**src/rtl/fix_seq_validator.sv**
```systemverilog
// fix_seq_validator
// Checks each parsed FIX header against a per-host expected-sequence table
// and emits the new_message/validity/type/connected_host strobe consumed by
// session_manager. The table advances only on session_manager feedback
// (update_seq_i) or on logon sequence resets (seq_reset_i).
module fix_seq_validator #(
  parameter int NUM_HOSTS = 10,
  parameter int HOST_W    = 4,
  parameter int SEQ_W     = 16
) (
  input  logic                 clk,
  input  logic                 rst,
  input  logic                 msg_valid_i,
  output logic                 msg_ready_o,
  input  logic [HOST_W-1:0]    msg_host_i,
  input  logic [SEQ_W-1:0]     msg_seqnum_i,
  input  logic [2:0]           msg_type_i,
  input  logic                 msg_possdup_i,
  input  logic                 checksum_ok_i,
  input  logic                 bodylen_ok_i,
  input  logic                 update_seq_i,
  input  logic [NUM_HOSTS-1:0] update_loc_i,
  input  logic                 seq_reset_i,
  input  logic [NUM_HOSTS-1:0] seq_reset_loc_i,
  output logic                 new_message_o,
  output logic [2:0]           validity_o,
  output logic [2:0]           type_o,
  output logic [NUM_HOSTS-1:0] connected_host_o,
  output logic [SEQ_W-1:0]     expected_seq_o
);

  localparam logic [SEQ_W-1:0] SEQ_ONE = SEQ_W'(1);

  typedef enum logic [1:0] {IDLE, CHECK, EMIT} state_t;

  state_t              state_reg;
  logic [HOST_W-1:0]   host_reg;
  logic [SEQ_W-1:0]    seq_reg;
  logic [2:0]          type_reg;
  logic                possdup_reg;
  logic                csum_ok_reg;
  logic                blen_ok_reg;

  logic [NUM_HOSTS-1:0] host_onehot;
  logic [SEQ_W-1:0]     entry_fwd [NUM_HOSTS];
  logic [SEQ_W-1:0]     fwd_seq;
  logic [2:0]           verdict_next;

  // Per-host expected-sequence entries; the next-state value doubles as the
  // forwarded value so a same-cycle update is visible to the CHECK compare.
  for (genvar gi = 0; gi < NUM_HOSTS; gi++) begin : g_entry
    logic [SEQ_W-1:0] entry_reg;
    logic [SEQ_W-1:0] entry_next;

    // Reset beats update; the counter skips 0 when it wraps.
    always_comb begin
      entry_next = entry_reg;
      if (seq_reset_i && seq_reset_loc_i[gi]) begin
        entry_next = SEQ_ONE;
      end else if (update_seq_i && update_loc_i[gi]) begin
        entry_next = (entry_reg == '1) ? SEQ_ONE : entry_reg + SEQ_ONE;
      end
    end

    // Table storage, all entries restart at sequence 1.
    always_ff @(posedge clk or negedge rst) begin
      if (!rst) entry_reg <= SEQ_ONE;
      else      entry_reg <= entry_next;
    end

    assign entry_fwd[gi]   = entry_next;
    assign host_onehot[gi] = (32'(host_reg) == gi);
  end

  // Select the forwarded entry of the captured host (zero if out of range).
  always_comb begin
    fwd_seq = '0;
    for (int i = 0; i < NUM_HOSTS; i++) begin
      if (host_onehot[i]) fwd_seq = fwd_seq | entry_fwd[i];
    end
  end

  // Verdict priority: bad host, checksum, bodylen, gap, fatal low, dup, ok.
  always_comb begin
    verdict_next = 3'd0;
    if (host_onehot == '0)                   verdict_next = 3'd6;
    else if (!csum_ok_reg)                   verdict_next = 3'd1;
    else if (!blen_ok_reg)                   verdict_next = 3'd2;
    else if (seq_reg > fwd_seq)              verdict_next = 3'd3;
    else if (seq_reg < fwd_seq && !possdup_reg) verdict_next = 3'd4;
    else if (seq_reg < fwd_seq)              verdict_next = 3'd5;
  end

  // Accept / check / emit sequencer with registered handshake and outputs.
  always_ff @(posedge clk or negedge rst) begin
    if (!rst) begin
      state_reg        <= IDLE;
      msg_ready_o      <= 1'b1;
      new_message_o    <= 1'b0;
      validity_o       <= 3'd0;
      type_o           <= 3'd0;
      connected_host_o <= '0;
      expected_seq_o   <= '0;
      host_reg         <= '0;
      seq_reg          <= '0;
      type_reg         <= 3'd0;
      possdup_reg      <= 1'b0;
      csum_ok_reg      <= 1'b0;
      blen_ok_reg      <= 1'b0;
    end else begin
      case (state_reg)
        IDLE: begin
          new_message_o <= 1'b0;
          if (msg_valid_i) begin
            host_reg    <= msg_host_i;
            seq_reg     <= msg_seqnum_i;
            type_reg    <= msg_type_i;
            possdup_reg <= msg_possdup_i;
            csum_ok_reg <= checksum_ok_i;
            blen_ok_reg <= bodylen_ok_i;
            msg_ready_o <= 1'b0;
            state_reg   <= CHECK;
          end
        end
        CHECK: begin
          validity_o       <= verdict_next;
          type_o           <= type_reg;
          connected_host_o <= host_onehot;
          expected_seq_o   <= fwd_seq;
          new_message_o    <= 1'b1;
          state_reg        <= EMIT;
        end
        EMIT: begin
          new_message_o <= 1'b0;
          msg_ready_o   <= 1'b1;
          state_reg     <= IDLE;
        end
        default: begin
          new_message_o <= 1'b0;
          msg_ready_o   <= 1'b1;
          state_reg     <= IDLE;
        end
      endcase
    end
  end

endmodule

```
**config.mk**
```make
export PLATFORM = sky130hd
export DESIGN_NAME = fix_seq_validator
export DESIGN_NICKNAME = d
export VERILOG_FILES = /design/src/rtl/fix_seq_validator.sv
export SDC_FILE = /design/constraint.sdc
export NUM_CORES = 1
export LEC_CHECK = 0
export ABC_AREA = 1
export CAP_MARGIN = 20
export CORE_ASPECT_RATIO = 0.6
export CORE_UTILIZATION = 59
export CTS_CLUSTER_SIZE = 8
export DETAILED_ROUTE_END_ITERATION = 10
export GPL_TIMING_DRIVEN = 0
export HOLD_SLACK_MARGIN = 0.05
export PLACE_DENSITY = 0.84
export SLEW_MARGIN = 20
export SYNTH_ARGS = -nofsm -noshare
export SYNTH_HDL_FRONTEND = slang
export SYNTH_SLANG_ARGS = --single-unit
export TNS_END_PERCENT = 50
```
**constraint.sdc**
```tcl
create_clock -name clk -period 4.2 [get_ports clk]
set_input_delay 0.84 -clock clk [delete_from_list [all_inputs] [get_ports clk]]
set_output_delay 0.84 -clock clk [all_outputs]
set_load 0.01 [all_outputs]
```
; Word-level counts from Yosys, hierarchy flattened
; Cells that the tools add are included.
[op_classes]
bitwise_logic = 10
addsub = 10
n_eq_ne = 21
reduce_logical = 27
n_mux = 51
n_lt_le_gt_ge = 2
[ops]
columns = operator, n
row1 = 16-bit 2-to-1 mux, 40
row2 = "16-bit by 1-bit adder with 16-bit output, second input constant", 10
row3 = "16-bit equality test, second input constant", 10
row4 = 16-bit bitwise OR, 9
row5 = 1-bit logical AND, 21
row6 = 3-bit 2-to-1 mux, 6
row7 = "4-bit by 3-bit equality test with 1-bit output, second input constant", 4
row8 = 16-bit > comparator, 1
row9 = 16-bit < comparator, 1
row10 = 10-bit logical NOT, 1
row11 = "4-bit by 2-bit equality test with 1-bit output, second input constant", 2
row12 = "4-bit equality test, second input constant", 2
row13 = "4-bit by 1-bit equality test with 1-bit output, second input constant", 1
row14 = 4-bit logical NOT, 1
row15 = 2-bit case mux with 2 select lines, 1
row16 = 2-bit AND reduction, 2
row17 = "2-bit by 1-bit equality test with 1-bit output, second input constant", 1
row18 = 2-bit logical NOT, 1
row19 = 1-bit 2-to-1 mux, 2
row20 = 2-bit 2-to-1 mux, 1
row21 = "2-bit inequality test, second input constant", 1
row22 = 1-bit case mux with 2 select lines, 1
row23 = 1-bit logical NOT, 1
row24 = 1-bit inverter, 1
[word_totals]
wordCells = 144
input_bits = 51
output_inout_bits = 34
register_bits = 222

; Longest topological paths before layout
; Gate-level depths: netlist (run 1).
[depth]
ltp_word = 30
ltp_mapped = 28

; Worst setup path after synthesis (run 1)
; OpenSTA, ideal clock, no wires.
[synth_timing]
path_kind = in2reg
from = in update_seq_i
to = reg validity_o[0]
setup_time_ns = 0.117
arrival_time_ns = 3.060
cell_stages = 26
t_required_ns = 4.083
slack_ns = 1.023
cell_sequence = buf_4 > buf_12 > nand2_4 > inv_2 > nand3_2 > nor2_1 > nor2_2 > buf_2 > nand4_1 > nand3_1 > nor2_1 > nand2_1 > inv_1 > ha_1 > nand2_1 > inv_1 > nor3_1 > nand2_1 > nand2_1 > nand2_1 > nand2_1 > nand2_1 > nand2_1 > nand2_1 > nand2_1 > nand2_1
[synth_via]
elab_chain_len = 29
elab_cells_between_ends = 58
classes_between = 2 x order compare / 36 x mux / 9 x bitwise / 11 x reduce/logical
[synth_rtl]
columns = element, line
row1 = from (decl), 21  ; input logic update_seq_i,
row2 = 1-bit logical AND, 60  ; end else if (update_seq_i && update_loc_i[gi]) begin
row3 = 16-bit 2-to-1 mux, 60
row4 = 16-bit 2-to-1 mux, 58  ; if (seq_reset_i && seq_reset_loc_i[gi]) begin
row5 = 16-bit 2-to-1 mux, 79  ; if (host_onehot[i]) fwd_seq = fwd_seq | entry_fwd[i];
row6 = 16-bit bitwise OR, 79
row7 = 16-bit 2-to-1 mux, 79
row8 = 16-bit bitwise OR, 79
row9 = 16-bit 2-to-1 mux, 79
row10 = (+13 left out), --
row11 = 16-bit 2-to-1 mux *, 79
row12 = 16-bit < comparator, "90, 91"
row13 = 3-bit 2-to-1 mux or 1-bit logical AND (tied branches), "91, 90"
row14 = 3-bit 2-to-1 mux, 90  ; else if (seq_reg < fwd_seq && !possdup_reg) verdict_next = 3'd4;
row15 = 3-bit 2-to-1 mux *, 89  ; else if (seq_reg > fwd_seq) verdict_next = 3'd3;
row16 = 3-bit 2-to-1 mux *, 88  ; else if (!blen_ok_reg) verdict_next = 3'd2;
row17 = 3-bit 2-to-1 mux *, 87  ; else if (!csum_ok_reg) verdict_next = 3'd1;
row18 = 3-bit 2-to-1 mux *, 86  ; if (host_onehot == '0) verdict_next = 3'd6;
row19 = to (signal assigned), 126  ; validity_o <= verdict_next;
row20 = to (decl), 26  ; output logic [2:0] validity_o,
; Every way passes the cells marked *; elsewhere a longest branch is shown, timed or not.
; A chain may end at the register's enable or synchronous reset.

; Final worst setup path (run 1)
[layout_timing]
from = in update_loc_i[4]
to = reg validity_o[0]
[layout_via]
elab_chain_len = 22
elab_cells_between_ends = 24
classes_between = 2 x order compare / 14 x mux / 6 x bitwise / 2 x reduce/logical
[layout_rtl]
columns = element, line
row1 = from (decl), 22  ; input logic [NUM_HOSTS-1:0] update_loc_i,
row2 = 1-bit logical AND *, 60
row3 = 16-bit 2-to-1 mux *, 60
row4 = 16-bit 2-to-1 mux *, 58
row5 = net g_entry[4].entry_next[11], 53  ; logic [SEQ_W-1:0] entry_next;
row6 = 16-bit bitwise OR *, 79
row7 = 16-bit 2-to-1 mux *, 79
row8 = 16-bit bitwise OR, 79
row9 = 16-bit 2-to-1 mux *, 79
row10 = (+7 left out), --
row11 = 16-bit 2-to-1 mux *, 79
row12 = 16-bit < comparator, "90, 91"
row13 = 3-bit 2-to-1 mux or 1-bit logical AND (tied branches), "91, 90"
row14 = 3-bit 2-to-1 mux, 90
row15 = 3-bit 2-to-1 mux *, 89
row16 = 3-bit 2-to-1 mux *, 88
row17 = 3-bit 2-to-1 mux *, 87
row18 = 3-bit 2-to-1 mux *, 86
; The timed path passes the listed nets; every way through them passes the cells marked *.

==> results.sh, run 1 <==
export IMPL_synth_top_area_cell="dfrtp_1"
export IMPL_clockBufferDepth=3
export IMPL_status="finished clean"
export IMPL_yosysSeqAreaShare_pct=41.6
export IMPL_dp_cells=2306
export IMPL_syn_area_um2=13400
export IMPL_hold_path_class="input pin to async pin"
export IMPL_via_count=13300
export IMPL_nets=2108
export IMPL_vias_per_cell=5.65
export IMPL_antenna_left=0
export IMPL_tritoncts="built"
export IMPL_grt_pass1_wl_um=65900
export IMPL_worstPathCellList="clkdlybuf4s50_1 > nand3_1 > nor2_1 > nand2_1 > o21ai_2 > nor2_1 > nand2_1 > nand3_1 > nor2_1 > nand2_1 > inv_1 > ha_1 > a21oi_1 > a31oi_1 > nor2_1 > nand2_1 > nand2_1 > nand2_1 > nand2_1 > nand2_1 > nand2_1 > nand2_1"
export IMPL_fin_util_pct=70.1
export IMPL_cp_max_fo=6
export IMPL_cts_sinks=222
export IMPL_drtPass1Iterations=6
export IMPL_powerDensity_nw_per_um2=377
export IMPL_path_delay_family="simple AND/OR/NAND/NOR gates"
export IMPL_async_reset_ff_share_pct=100
export IMPL_dieArea_um2=23300
export IMPL_clock_latency_ns=0.58
export IMPL_stdcell_count=2360
export IMPL_max_cap_violations=0
export IMPL_syn_nets=1991
export IMPL_synth_ff_type="dfrtp_1"
export IMPL_synth_top_cell_area_share_pct=39.4
export IMPL_finalSetupViolations=0
export IMPL_post_dp_cell_area_um2=14700
export IMPL_irDropWorstVdd_uv=306
export IMPL_start_kind="input pin"
export IMPL_synth_cell_types=40
export IMPL_fp_coreArea_um2=22200
export IMPL_path_class="input pin to register"
export IMPL_worst_pin_slew_ns=0.831
export IMPL_p_leak_uw=0.00777
export IMPL_ys_seq_elements=222
export IMPL_grt_pass1_vias=12200
export IMPL_mostFrequentLayoutCells="nand2_1 (631), nor2_1 (294), inv_1 (230)"
export IMPL_antenna_found_initial=1
export IMPL_synth_cells=1914
export IMPL_avgRoutedWirePerCell_um=17.7
export IMPL_hold_viol_final=0
export IMPL_cpPeakStageDelay_ns=0.55
export IMPL_grt_ovfl_total=0
export IMPL_syn_avg_cell_area_um2=7.00
export IMPL_cts_clk_slew_worst_paths_ns=0.05
export IMPL_hpwl_um=31900
export IMPL_min_period_ns=3.82
export IMPL_port_buffers=82
export IMPL_cts_root_buf="clkbuf_16"
export IMPL_start_util_pct=60.4
export IMPL_crit_buf_inv=2
export IMPL_layout_drive_gt1_share_pct=5.85
export IMPL_endpoint_kind="register"
export IMPL_wl_um=41700
export IMPL_crit_top_cell="nand2_1"
export IMPL_rsz0062_at_grt="false"
export IMPL_final_common_cell="nand2_1"
export IMPL_drc=0
export IMPL_place_ws_ns=-0.101
export IMPL_worst_ep_required_time_ns=4.66
export IMPL_grt_max_degree=98
export IMPL_cpMaxStageDelayCell="clkdlybuf4s50_1"
export IMPL_synth_area_leaders="dfrtp_1 (39%), nand2_1 (18%), nor2_1 (8.2%)"
export IMPL_synth_edf_count=0
export IMPL_num_fill_cells=1823
export IMPL_fin_ws_ns=0.377
export IMPL_grt_usage_pct=36.8
export IMPL_area_delta_synth_final_pct=16.0
export IMPL_cts_made_buffers=31
export IMPL_worstPathArrival_ns=4.29
export IMPL_ios=85
export IMPL_htreeDepth=1
export IMPL_yosys_warnings=0
export IMPL_fin_skew_ns=0.0244
export IMPL_fin_area_um2=15500
export IMPL_relSlewSlack_pct=44.4
export IMPL_die_y_um=119
export IMPL_cts_hold_buf=0
export IMPL_gp_congestion=1.02
export IMPL_period_share_pct=91.0
export IMPL_drt_iter0_markers=1395
export IMPL_max_freq_mhz=262
export IMPL_p_total_uw=5860
export IMPL_largest_register_ff_count=160
export IMPL_slew_viol_final=0
export IMPL_die_x_um=197
export IMPL_num_rows=42
-- synthesized netlist by cell type (all sizes together), types with 2 or more instances --
master / instances
o21ai: 54
nor3b: 2
buf: 8
nand3b: 3
nor2: 317
xor2: 42
inv: 236
nor3: 26
and2: 2
dfstp: 11
dfrtp: 211
nand2: 648
and3: 27
clkbuf: 21
o21bai: 20
xnor2: 12
nand3: 141
mux2i: 7
ha: 26
or2: 4
nand4: 71
a21oi: 21
a31oi: 2
-- path summary, 6_finish.rpt --
check	start	to	slack (ns)	cells past startpoint
setup / recovery	update_loc_i[4]	validity_o[0]	0.38	22
hold / removal	rst	g_entry[6].entry_reg[11]	0.15	1
setup reg to reg	host_reg[3]	validity_o[0]	0.41	20
hold reg to reg	expected_seq_o[1]	expected_seq_o[1]	0.48	2
max in group asynchronous	rst	g_entry[4].entry_reg[10]	3.22	2
min in group clk	expected_seq_o[1]	expected_seq_o[1]	0.48	2
-- per-stage QoR --
stage	setup TNS, ns	hold WS, ns
final	0	0.153
after global routing	0	0.167
after CTS	0	0.152
after detailed placement	-0.141	0.465
after global placement	-1554.33	0.459
after floorplan	0	0.445
-- per-layer routing --
| metal | global-route usage [%] | part of all wire, % | up-vias | wire length, um |
|---|---|---|---|---|
| li1 | - | - | 6305 | - |
| met1 | 55.5 | 45 | 6235 | 18900 |
| met2 | 48.8 | 39 | 703 | 16200 |
| met3 | 13.4 | 13 | 87 | 5610 |
| met4 | 9.96 | 2.6 | 0 | 1080 |
| met5 | 0 | 0 | - | 0 |
-- report_power, final --
| part | switching (uW) | internal (uW) | total [uW] | leakage, uW |
|---|---|---|---|---|
| sequential | 152 | 2340 | 2490 | 0.00298 |
| clock | 948 | 1370 | 2320 | 0.000417 |
| combinational | 662 | 390 | 1050 | 0.00437 |
| total | 1760 | 4100 | 5860 | 0.00777 |
-- layout make-up --
class | instances | area (um2) | area share (%)
timing repair buffer | 84 | 881 | 5.67
antenna | 1 | 2.50 | 0.0161
sequential | 222 | 5570 | 35.8
buffer | 29 | 136 | 0.878
clock buffer | 52 | 865 | 5.56
tap | 308 | 385 | 2.48
clock inverter | 1 | 8.76 | 0.0564
multi-input combinational | 1427 | 6810 | 43.8
inverter | 236 | 886 | 5.70
-- cells by family (layout without fill, tap and decap cells) --
kind of cell	count (synthesis)	count (layout)	share of synthesized area (%)
AO/OA/AOI/OAI	99	99	4.32
XOR/XNOR	54	54	3.53
adder cells (fa/ha/maj)	26	26	2.43
buffers and inverters	265	402	7.63
flip-flops	222	222	41.6
multiplexers	7	7	0.523
other	0	1	0
AND/OR/NAND/NOR	1241	1241	40.0
-- repair_timing --
item,in CTS,in global routing
resized for setup,0,1
setup buffers,0,0
endpoints found under the setup margin,0,1
Note: power is estimated with default switching activity, not from simulation.
==> run 2: changes to the inputs <==
--- a/config.mk
+++ b/config.mk
@@ -13,7 +13,7 @@
 export DETAILED_ROUTE_END_ITERATION = 10
 export GPL_TIMING_DRIVEN = 0
 export HOLD_SLACK_MARGIN = 0.05
-export PLACE_DENSITY = 0.84
+export PLACE_DENSITY_LB_ADDON = 0.25
 export SLEW_MARGIN = 20
 export SYNTH_ARGS = -nofsm -noshare
 export SYNTH_HDL_FRONTEND = slang
==> results.sh, run 2 (synthesis results as in run 1) <==
export IMPL_p_total_uw=5860
export IMPL_multi_input_area_um2=6800
export IMPL_drtPass1Iterations=6
export IMPL_pwr_share_comb_pct=17.9
export IMPL_cts_made_buffers=31
export IMPL_worstPathCellList="clkdlybuf4s50_1 > nand2_2 > nor2_2 > nand2_1 > nor2_1 > nor2_1 > buf_2 > nand4_1 > nand3_1 > nor2_1 > nand2_1 > inv_1 > ha_1 > nand2_1 > o21ai_0 > nor2_1 > nand2_1 > nand2_1 > nand2_1 > nand2_1 > nand2_1 > nand2_1 > nand2_1"
export IMPL_period_share_pct=91.8
export IMPL_finalSetupTns_ns=0
export IMPL_p_sw_share_pct=30.3
export IMPL_cpPeakStageDelay_ns=0.50
export IMPL_hold_path_class="input pin to async pin"
export IMPL_max_cap_violations=0
export IMPL_hpwl_um=32600
export IMPL_status="finished clean"
export IMPL_grt_ovfl_total=0
export IMPL_mostFrequentLayoutCells="nand2_1 (631), nor2_1 (294), inv_1 (230)"
export IMPL_nets=2108
export IMPL_cts_sinks=222
export IMPL_worstPathArrival_ns=4.30
export IMPL_crit_top_cell="nand2_1"
export IMPL_final_common_cell="nand2_1"
export IMPL_switchingPower_uw=1770
export IMPL_slew_viol_final=0
export IMPL_tritoncts="built"
export IMPL_largest_register_ff_count=160
export IMPL_num_rows=42
export IMPL_worst_pin_slew_ns=0.864
export IMPL_seq_area_um2=5570
export IMPL_cpMaxStageDelayCell="clkdlybuf4s50_1"
export IMPL_path_class="input pin to register"
export IMPL_fin_ws_ns=0.345
export IMPL_path_delay_family="simple AND/OR/NAND/NOR gates"
export IMPL_antenna_left=0
export IMPL_cts_clk_slew_worst_paths_ns=0.05
export IMPL_cts_setup_buffers=0
export IMPL_drc=0
export IMPL_grt_pass1_vias=12100
export IMPL_grt_max_degree=98
export IMPL_irDropWorstVdd_uv=339
export IMPL_clock_latency_ns=0.57
export IMPL_wl_um=42400
export IMPL_start_util_pct=60.4
export IMPL_grt_pass1_wl_um=66200
export IMPL_vias_per_cell=5.60
export IMPL_cp_max_fo=10
export IMPL_cts_hold_buf=0
export IMPL_port_buffers=82
export IMPL_die_y_um=119
export IMPL_gp_congestion=0.990
export IMPL_htreeDepth=1
export IMPL_cts_root_buf="clkbuf_16"
export IMPL_fin_skew_ns=0.0128
export IMPL_antenna_found_initial=2
export IMPL_pwr_share_clk_pct=39.7
export IMPL_powerDensity_nw_per_um2=378
export IMPL_avgRoutedWirePerCell_um=18.0
export IMPL_worst_ep_required_time_ns=4.65
export IMPL_place_ws_ns=-0.116
export IMPL_p_leak_uw=0.00777
export IMPL_finalSetupViolations=0
export IMPL_cts_resized=0
export IMPL_max_freq_mhz=259
export IMPL_endpoint_kind="register"
export IMPL_stdcell_count=2357
export IMPL_ios=85
export IMPL_rsz0062_at_grt="false"
export IMPL_grt_usage_pct=37.2
export IMPL_dp_cells=2306
export IMPL_start_kind="input pin"
export IMPL_min_period_ns=3.85
export IMPL_via_count=13200
export IMPL_dieArea_um2=23300
export IMPL_hold_viol_final=0
export IMPL_fp_coreArea_um2=22200
export IMPL_p_int_uw=4090
export IMPL_crit_buf_inv=3
export IMPL_die_x_um=197
export IMPL_relSlewSlack_pct=42.2
export IMPL_area_delta_synth_final_pct=15.9
export IMPL_drt_iter0_markers=1599
export IMPL_clockBufferDepth=3
export IMPL_layout_drive_gt1_share_pct=5.81
export IMPL_num_fill_cells=1889
export IMPL_pwr_share_seq_pct=42.4
-- run 2: cell count changes in the layout (fill, tap and decap cells not counted) --
| cell | previous run | this run |
|---|---|---|
| nor3_1 | 22 | 23 |
| nor3_2 | 3 | 2 |
| clkbuf_1 | 41 | 38 |
-- run 2: area by class of cell --
| type | count | share of cell area, % |
|---|---|---|
| antenna | 1 | 0.0161 |
| buffer | 29 | 0.879 |
| clock buffer | 49 | 5.50 |
| clock inverter | 1 | 0.0564 |
| inverter | 236 | 5.71 |
| multi-input combinational | 1427 | 43.8 |
| sequential | 222 | 35.9 |
| tap | 308 | 2.48 |
| timing repair buffer | 84 | 5.67 |
-- run 2: per-layer routing --
layer | track usage (%) | vias up | wire length, um
met5 | 2.40 | - | 27
met4 | 9.62 | 2 | 1030
met3 | 12.5 | 83 | 5640
met2 | 47.6 | 652 | 16100
met1 | 58.3 | 6157 | 19600
li1 | - | 6297 | -
-- run 2: through the flow --
stage               utilization [%]  area, um2  hold WS (ns)
global placement               65.8      14600         0.458
detailed placement             66.1      14700         0.462
CTS                            70.0      15500         0.202
floorplan                         -      13400         0.445
global route                   70.0      15500         0.215
finish                         70.0      15500         0.179
-- run 2: worst register-to-register path, delay by kind of cell (launching register included) --
kind,cells,cell delay [ns]
simple gates,14,2.05
buf+inv,3,0.71
flops,1,0.40
compound gates,2,0.27
fa+ha+maj,1,0.32
-- run 2: final timing paths --
kind	from	endpoint	slack [ns]	depth (start not counted)
worst max-delay path	update_loc_i[3]	validity_o[0]	0.35	23
worst min-delay path	rst	g_entry[3].entry_reg[14]	0.18	1
worst max register to register	host_reg[3]	validity_o[0]	0.36	20
worst min register to register	connected_host_o[0]	connected_host_o[0]	0.48	2
max in group asynchronous	rst	msg_ready_o	3.11	2
min in group clk	connected_host_o[0]	connected_host_o[0]	0.48	2
-- run 2: power groups by stage --
stage / clock, uW / sequential [uW] / combinational, uW
3_3_place_gp: 0 / 2510 / 990
6_report: 2330 / 2490 / 1050
3_5_place_dp: 0 / 2510 / 1030
2_1_floorplan: 0 / 2510 / 551
5_1_grt: 2420 / 2510 / 1160
4_1_cts: 2330 / 2480 / 1040
==> run 3: changes to the inputs <==
--- a/config.mk
+++ b/config.mk
@@ -11,11 +11,9 @@
 export CORE_UTILIZATION = 59
 export CTS_CLUSTER_SIZE = 8
 export DETAILED_ROUTE_END_ITERATION = 10
-export GPL_TIMING_DRIVEN = 0
 export HOLD_SLACK_MARGIN = 0.05
 export PLACE_DENSITY_LB_ADDON = 0.25
 export SLEW_MARGIN = 20
 export SYNTH_ARGS = -nofsm -noshare
 export SYNTH_HDL_FRONTEND = slang
 export SYNTH_SLANG_ARGS = --single-unit
-export TNS_END_PERCENT = 50
==> results.sh, run 3 (synthesis results as in run 1) <==
export IMPL_die_y_um=119
export IMPL_cts_hold_buf=0
export IMPL_tritoncts="built"
export IMPL_wl_um=42600
export IMPL_grt_pass1_wl_um=67400
export IMPL_cts_sinks=222
export IMPL_vias_per_cell=5.61
export IMPL_hpwl_um=32500
export IMPL_endpoint_kind="register"
export IMPL_grt_max_degree=105
export IMPL_cts_clk_slew_worst_paths_ns=0.05
export IMPL_drc=0
export IMPL_worst_pin_slew_ns=0.846
export IMPL_htreeDepth=1
export IMPL_path_delay_family="simple AND/OR/NAND/NOR gates"
export IMPL_dieArea_um2=23300
export IMPL_critPathLaunch="update_seq_i"
export IMPL_clock_latency_ns=0.56
export IMPL_cts_root_buf="clkbuf_16"
export IMPL_n_antenna_cell=0
export IMPL_stdcell_count=2400
export IMPL_hold_path_class="input pin to async pin"
export IMPL_gp_congestion=1.02
export IMPL_mostFrequentLayoutCells="nand2_1 (631), nor2_1 (293), inv_1 (230)"
export IMPL_grt_usage_pct=37.6
export IMPL_cts_setup_buffers=0
export IMPL_rsz0062_at_grt="false"
export IMPL_start_util_pct=60.4
export IMPL_antenna_found_initial=0
export IMPL_clockBufferDepth=3
export IMPL_max_cap_violations=0
export IMPL_period_share_pct=92.5
export IMPL_port_buffers=84
export IMPL_worstPathArrival_ns=4.33
export IMPL_drtPass1Iterations=6
export IMPL_final_common_cell="nand2_1"
export IMPL_p_leak_uw=0.00807
export IMPL_drt_iter0_markers=1367
export IMPL_relSlewSlack_pct=43.6
export IMPL_finalSetupViolations=0
export IMPL_powerDensity_nw_per_um2=369
export IMPL_cpMaxStageDelayCell="clkdlybuf4s50_1"
export IMPL_dp_cells=2350
export IMPL_holdWs_ns=0.354
export IMPL_layout_drive_gt1_share_pct=8.75
export IMPL_hold_viol_final=0
export IMPL_cp_max_fo=16
export IMPL_cpPeakStageDelay_ns=0.50
export IMPL_num_rows=42
export IMPL_start_kind="input pin"
export IMPL_die_x_um=197
export IMPL_largest_register_ff_count=160
export IMPL_via_count=13500
export IMPL_cts_made_buffers=31
export IMPL_crit_buf_inv=3
export IMPL_max_freq_mhz=257
export IMPL_antenna_left=0
export IMPL_grt_pass1_vias=12400
export IMPL_nets=2152
export IMPL_avgRoutedWirePerCell_um=17.8
export IMPL_fp_coreArea_um2=22200
export IMPL_post_dp_cell_area_um2=15100
export IMPL_grt_ovfl_total=0
export IMPL_path_class="input pin to register"
export IMPL_area_delta_synth_final_pct=19.0
export IMPL_status="finished clean"
export IMPL_cts_resized=0
export IMPL_min_period_ns=3.89
export IMPL_irDropWorstVdd_uv=318
export IMPL_worst_ep_required_time_ns=4.64
export IMPL_fin_skew_ns=0.00918
export IMPL_r2r_start="g_entry[7].entry_reg[0]"
export IMPL_crit_top_cell="nand2_1"
export IMPL_fin_area_um2=15900
export IMPL_ios=85
export IMPL_slew_viol_final=0
==> run 3: layer usage <==
layer | track usage [%] | part of all wire [%] | up-vias
met5 | 0 | 0 | -
met1 | 59.7 | 47 | 6329
met4 | 9.03 | 2.3 | 0
met3 | 9.45 | 12 | 70
li1 | - | - | 6375
met2 | 50.2 | 39 | 692
==> run 3: final timing paths <==
check / end / slack (ns) / cells after the start
worst max-delay path: validity_o[0] / 0.31 / 25
min in group clk: type_o[0] / 0.47 / 2
worst min register to register: type_o[0] / 0.47 / 2
worst max register to register: validity_o[0] / 0.62 / 24
max in group asynchronous: g_entry[5].entry_reg[0] / 2.89 / 2
worst min-delay path: g_entry[3].entry_reg[15] / 0.35 / 1
==> run 3: report_power, final <==
part	internal [uW]	switching, uW
sequential	2340	158
combinational	421	658
clock	1360	944
total	4120	1760
==> run 3: metrics by stage <==
stage | power, uW | worst slack, ns | util [%] | TNS, ns
global route | 6110 | 0.0853 | 71.9 | 0
floorplan | 3060 | 1.02 | - | 0
finish | 5880 | 0.315 | 71.9 | 0
CTS | 5870 | 0.458 | 71.9 | 0
global placement | 3540 | -0.0361 | 68.0 | -0.0361
detailed placement | 3580 | -0.120 | 68.0 | -0.171
==> run 3: cell type report <==
class	count	area (um2)
multi-input combinational	1427	6800
fill	1862	6240
sequential	222	5570
timing repair buffer	157	1430
inverter	236	886
clock buffer	49	853
tap	308	385
clock inverter	1	8.76
